--- src/rtl/regfile_pkg.sv ---
// Shared constants and types for the register file with busy scoreboard.
//   DATA_W_DEF : default register width
//   ADDR_W_DEF : default register index width (depth = 2**ADDR_W_DEF)
//   reg_idx_t  : register index at the default width
package regfile_pkg;

  localparam int unsigned DATA_W_DEF = 8;
  localparam int unsigned ADDR_W_DEF = 2;

  typedef logic [ADDR_W_DEF-1:0] reg_idx_t;

endpackage

--- src/rtl/regfile_read_port.sv ---
// One asynchronous read path of the register file: array select, optional
// same-cycle write forwarding, and hardwired-zero masking of register 0.
// Optional feature macro: REGFILE_BYPASS_EN (enables write-to-read forwarding).
// Ports:
//   regs_i     : current register contents
//   busy_i     : current busy bits
//   rd_idx_i   : register index to read
//   wr_en_i    : accepted write this cycle (bypass build only)
//   wr_idx_i   : write destination (bypass build only)
//   wr_data_i  : write data (bypass build only)
//   rd_data_c  : combinational read data
//   rd_busy_c  : combinational busy flag of the indexed register
module regfile_read_port
  import regfile_pkg::*;
#(
  parameter int unsigned DATA_W   = DATA_W_DEF,
  parameter int unsigned ADDR_W   = ADDR_W_DEF,
  parameter bit          ZERO_REG = 1'b0
) (
  input  logic [DATA_W-1:0]    regs_i [2**ADDR_W],
  input  logic [2**ADDR_W-1:0] busy_i,
  input  logic [ADDR_W-1:0]    rd_idx_i,
`ifdef REGFILE_BYPASS_EN
  input  logic                 wr_en_i,
  input  logic [ADDR_W-1:0]    wr_idx_i,
  input  logic [DATA_W-1:0]    wr_data_i,
`endif
  output logic [DATA_W-1:0]    rd_data_c,
  output logic                 rd_busy_c
);

  logic is_zero;

  // Select, forward, then mask; masking last keeps register 0 at zero
  // regardless of any forwarded write.
  always_comb begin
    is_zero   = ZERO_REG && (rd_idx_i == '0);
    rd_data_c = regs_i[rd_idx_i];
    rd_busy_c = busy_i[rd_idx_i];
`ifdef REGFILE_BYPASS_EN
    // The reader is older than any same-cycle issue, so the write clears busy.
    if (wr_en_i && (wr_idx_i == rd_idx_i)) begin
      rd_data_c = wr_data_i;
      rd_busy_c = 1'b0;
    end
`endif
    if (is_zero) begin
      rd_data_c = '0;
      rd_busy_c = 1'b0;
    end
  end

endmodule

--- src/rtl/register_file_sb.sv ---
// Register file (2**ADDR_W x DATA_W) with two async read ports, one
// synchronous write port and a per-register busy scoreboard with a
// running count of busy registers, used for read-after-write stalls.
// Optional feature macro: REGFILE_BYPASS_EN (same-cycle write-to-read forwarding).
// Ports:
//   clk, reset             : clock, synchronous active-high reset
//   sigRegWrite/writeReg/writeData : write-back strobe, destination, data
//   sigIssue/issueReg      : mark issueReg as awaiting a producer
//   readReg1/2             : read indices
//   readData1/2, readBusy1/2 : combinational read data and busy flags
//   pendingCount           : registered number of busy registers
module register_file_sb
  import regfile_pkg::*;
#(
  parameter int unsigned DATA_W   = DATA_W_DEF,
  parameter int unsigned ADDR_W   = ADDR_W_DEF,
  parameter bit          ZERO_REG = 1'b0
) (
  input  logic              clk,
  input  logic              reset,
  input  logic              sigRegWrite,
  input  logic [ADDR_W-1:0] writeReg,
  input  logic [DATA_W-1:0] writeData,
  input  logic              sigIssue,
  input  logic [ADDR_W-1:0] issueReg,
  input  logic [ADDR_W-1:0] readReg1,
  input  logic [ADDR_W-1:0] readReg2,
  output logic [DATA_W-1:0] readData1,
  output logic [DATA_W-1:0] readData2,
  output logic              readBusy1,
  output logic              readBusy2,
  output logic [ADDR_W:0]   pendingCount
);

  localparam int unsigned DEPTH = 2**ADDR_W;
  localparam int unsigned CNT_W = ADDR_W + 1;

  logic [DATA_W-1:0] regs_q [DEPTH];
  logic [DATA_W-1:0] regs_d [DEPTH];
  logic [DEPTH-1:0]  busy_q, busy_d;
  logic [CNT_W-1:0]  count_q, count_d;
  logic              wr_ok, iss_ok, cnt_inc, cnt_dec;

  // Next state: write clears busy, issue then sets it (newer producer wins).
  always_comb begin
    regs_d  = regs_q;
    busy_d  = busy_q;
    wr_ok   = sigRegWrite && !(ZERO_REG && (writeReg == '0));
    iss_ok  = sigIssue    && !(ZERO_REG && (issueReg == '0));
    if (wr_ok) begin
      regs_d[writeReg] = writeData;
      busy_d[writeReg] = 1'b0;
    end
    if (iss_ok) begin
      busy_d[issueReg] = 1'b1;
    end
    cnt_inc = iss_ok && !busy_q[issueReg];
    cnt_dec = wr_ok && busy_q[writeReg] && !(iss_ok && (issueReg == writeReg));
    count_d = count_q + CNT_W'(cnt_inc) - CNT_W'(cnt_dec);
  end

  // State registers.
  always_ff @(posedge clk) begin
    if (reset) begin
      regs_q  <= '{default: '0};
      busy_q  <= '0;
      count_q <= '0;
    end else begin
      regs_q  <= regs_d;
      busy_q  <= busy_d;
      count_q <= count_d;
    end
  end

  assign pendingCount = count_q;

  regfile_read_port #(
    .DATA_W   (DATA_W),
    .ADDR_W   (ADDR_W),
    .ZERO_REG (ZERO_REG)
  ) u_rd1 (
    .regs_i    (regs_q),
    .busy_i    (busy_q),
    .rd_idx_i  (readReg1),
`ifdef REGFILE_BYPASS_EN
    .wr_en_i   (wr_ok),
    .wr_idx_i  (writeReg),
    .wr_data_i (writeData),
`endif
    .rd_data_c (readData1),
    .rd_busy_c (readBusy1)
  );

  regfile_read_port #(
    .DATA_W   (DATA_W),
    .ADDR_W   (ADDR_W),
    .ZERO_REG (ZERO_REG)
  ) u_rd2 (
    .regs_i    (regs_q),
    .busy_i    (busy_q),
    .rd_idx_i  (readReg2),
`ifdef REGFILE_BYPASS_EN
    .wr_en_i   (wr_ok),
    .wr_idx_i  (writeReg),
    .wr_data_i (writeData),
`endif
    .rd_data_c (readData2),
    .rd_busy_c (readBusy2)
  );

endmodule
--- config.mk ---
export PLATFORM = sky130hd
export DESIGN_NAME = register_file_sb
export DESIGN_NICKNAME = d
export VERILOG_FILES = /design/src/rtl/regfile_pkg.sv /design/src/rtl/regfile_read_port.sv /design/src/rtl/register_file_sb.sv
export SDC_FILE = /design/constraint.sdc
export NUM_CORES = 1
export LEC_CHECK = 0
export ABC_CLOCK_PERIOD_IN_PS = 6460
export CORE_ASPECT_RATIO = 1.75
export CORE_MARGIN = 8
export CORE_UTILIZATION = 54
export DETAILED_ROUTE_END_ITERATION = 10
export PLACE_DENSITY_LB_ADDON = 0.1
export SETUP_SLACK_MARGIN = 0.5
export SLEW_MARGIN = 40
export SYNTH_ARGS = -nofsm -noshare
export SYNTH_HDL_FRONTEND = slang
export SYNTH_SLANG_ARGS = --single-unit
--- constraint.sdc ---
create_clock -name clk -period 6.46 [get_ports clk]
set_input_delay 1.615 -clock clk [delete_from_list [all_inputs] [get_ports clk]]
set_output_delay 1.615 -clock clk [all_outputs]
set_load 0.02 [all_outputs]
==> flow_summary.ini <==
[clocking]
cts-hold-fix-buffers = 0
cts_resized = 0
cts.sinks = 39
clk_pin_slew_ns = 0.07
cts_tree = built
root_buffer = clkbuf_8
insertion_delay_ns = 0.29
h-tree-depth = 2
cts_setup_buffers = 0
clock_path_buffers = 2
cts_buffers = 5

[synth]
synth_cells = 177
synth_xor_area_frac = 0.0178
synth_compound_area_frac = 0.0363
ys_warn_count = 0
synth_cell_types = 21
muxShareOfSynthArea = 0.351
synth_top_family_by_area = multiplexers
synthAdderAreaFrac = 0.0229
synth-simple-area-share = 0.125
syn-num-nets = 200
yosysSeqAreaShare = 0.397
syn_area_sq_um = 1970
ys_ff_latch = 39
syn_area_per_cell_sq_um = 11.1

[routing]
vias = 1463
drt_wl_total_microns = 4670
drc = 0
firstDrtPassIters = 4
via_per_inst = 5.67
dr.first_iter.drc_count = 27
wl_per_cell_microns = 18.1
antenna_left = 0

[floorplanning]
die_area_sq_um = 5910
core_area_sq_um = 3560
io_pins = 41
die_w_microns = 61.6
die_height_microns = 95.8
initial_core_util = 0.553
row_count = 29

[critical_path]
arrival_ns = 3.61
slowest_stage = clkdlybuf4s50_1
start_kind = input port
crit_required_ns = 4.85
path_cells = clkdlybuf4s50_1 -> mux4_2 -> clkdlybuf4s50_1
cp-end-kind = primary output
critical_path_buf_inv_count = 2
crit_family = buffers and inverters
worstSetupPathType = in -> out
slowest_delay_ns = 0.84
critPathMaxFanout = 9
crit_top_cell = clkdlybuf4s50_1

[power]
p_clk_frac = 0.301
vdd_drop_max_mv = 0.226
swShare = 0.269
seqPwrFrac = 0.498
combPwrFrac = 0.201
p_sw_uw = 141
internal_power_uw = 384
finalPower_uw = 526
p_leak_uw = 0.000965
powerDensity_nw_per_um2 = 215

[global_route]
antenna_found_initial = 0
grt_pass1_wl_microns = 7630
grt_max_degree = 40
grt_pass1_vias = 1604
grt.overflow.total = 0
track_usage = 0.175

[timing]
period_share = 0.809
max_slew.worst_pin.slew_ns = 0.704
setup_tns_ns = 0
slew_headroom = 0.530
clock-skew-final_ns = 0.00187
fin_crit_ns = 5.23
rsz0062_at_grt = no
final_hold_viol_count = 0
fmax_mhz = 191
setup_viol = 0
drv_slew = 0

[finish]
drive_gt1_frac = 0.132
diodes = 0
areaGrowthSynthToFinish_pct = 24.0
final_nets = 234

[placed_design]
hpwl_microns = 3410
gp_congestion = 0.819
port_buffers = 40

[job]
drv_cap = 0

[status]
status = finished, final reports clean

[min_path]
hp-class = reg -> reg
-- tightest hold or removal path: cells and delay by family, from the launching register on --
| kind | cells | cell delay, ns |
|---|---|---|
| AND/OR/NAND/NOR | 1 | 0.06 |
| AO/OA/AOI/OAI | 1 | 0.05 |
| flip-flops | 1 | 0.32 |
-- cell type report --
type | instances | area (sq um)
clock buffers | 7 | 76.3
clock inverters | 1 | 5.00
fillers | 303 | 1120
inverters | 5 | 18.8
multi-input cells | 119 | 1090
flip-flops and latches | 39 | 781
well taps | 46 | 57.6
repair buffers | 41 | 408
-- cells in the mapped netlist --
library cell	instances	share of area
dfxtp_1	39	0.40
nor2_1	28	0.053
mux2i_1	24	0.12
mux4_2	20	0.23
nand2_1	16	0.031
a21oi_1	9	0.023
buf_2	7	0.018
inv_1	5	0.0095
xnor2_1	4	0.018
a32oi_1	3	0.013
buf_4	3	0.011
clkbuf_1	3	0.0057
nand3_1	3	0.0076
and3_1	2	0.0064
ha_1	2	0.013
nand2b_1	2	0.0064
nand3b_1	2	0.0076
nor2b_1	2	0.0064
buf_6	1	0.0057
fa_1	1	0.010
nor3b_2	1	0.0064
-- layer usage --
| layer | up-vias | share of wire | global-route usage |
|---|---|---|---|
| li1 | 699 | - | - |
| met1 | 718 | 0.37 | 0.180 |
| met2 | 40 | 0.56 | 0.321 |
| met3 | 6 | 0.059 | 0.0428 |
| met4 | 0 | 0.016 | 0.0631 |
| met5 | - | 0 | 0 |
-- flip-flops by register name, indices dropped and copies added, names as in the netlist --
signal / count
pendingCount: 3
busy_q: 4
regs_q: 32
-- final timing paths --
kind / slack [ns] / cells past startpoint / endpoint / from
hold / removal: 0.48 / 2 / regs_q[5]$_SDFFE_PP0P_ / regs_q[5]$_SDFFE_PP0P_
setup reg to reg: 4.08 / 9 / pendingCount[2]$_SDFF_PP0_ / busy_q[3]$_SDFF_PP0_
setup / recovery: 1.23 / 3 / readData2[5] / readReg2[1]
hold reg to reg: 0.48 / 2 / regs_q[5]$_SDFFE_PP0P_ / regs_q[5]$_SDFFE_PP0P_
-- power by group through the flow --
stage          Sequential, uW  Combinational (uW)  Clock (uW)
2_1_floorplan             270                60.9           0
3_3_place_gp              266                 104           0
3_5_place_dp              267                 107           0
4_1_cts                   262                 108         161
5_1_grt                   263                 115         171
6_report                  262                 106         158
-- stage by stage --
step / area (sq um) / setup WS (ns) / util / instances / hold WS, ns
floorplan: 1970 / 2.41 / - / 177 / 0.443
global placement: 2350 / 1.21 / 0.662 / 250 / 0.449
detailed placement: 2360 / 1.19 / 0.663 / 250 / 0.469
CTS: 2440 / 1.19 / 0.686 / 258 / 0.482
global route: 2440 / 1.13 / 0.686 / 258 / 0.498
finish: 2440 / 1.23 / 0.686 / 258 / 0.478
-- placed cells by master, fill, tap and decap left out, types with 2 or more instances in the layout --
cell             count
clkbuf_1             2
mux2i_1             24
nand2b_1             2
a32oi_1              3
and3_1               2
mux4_2              20
nand3_1              3
xnor2_1              4
dfxtp_1             39
nand3b_1             2
nor2b_1              2
nand2_1             16
clkbuf_8             5
ha_1                 2
a21oi_1              9
clkdlybuf4s50_1     40
inv_1                5
nor2_1              28
-- kinds of logic after synthesis --
family                   after synthesis
XOR/XNOR                               4
multiplexers                          44
AND/OR/NAND/NOR                       56
flip-flops                            39
AO/OA/AOI/OAI                         12
adder cells (fa/ha/maj)                3
buffers and inverters                 19
No activity file was read; power rests on OpenSTA's default activity.
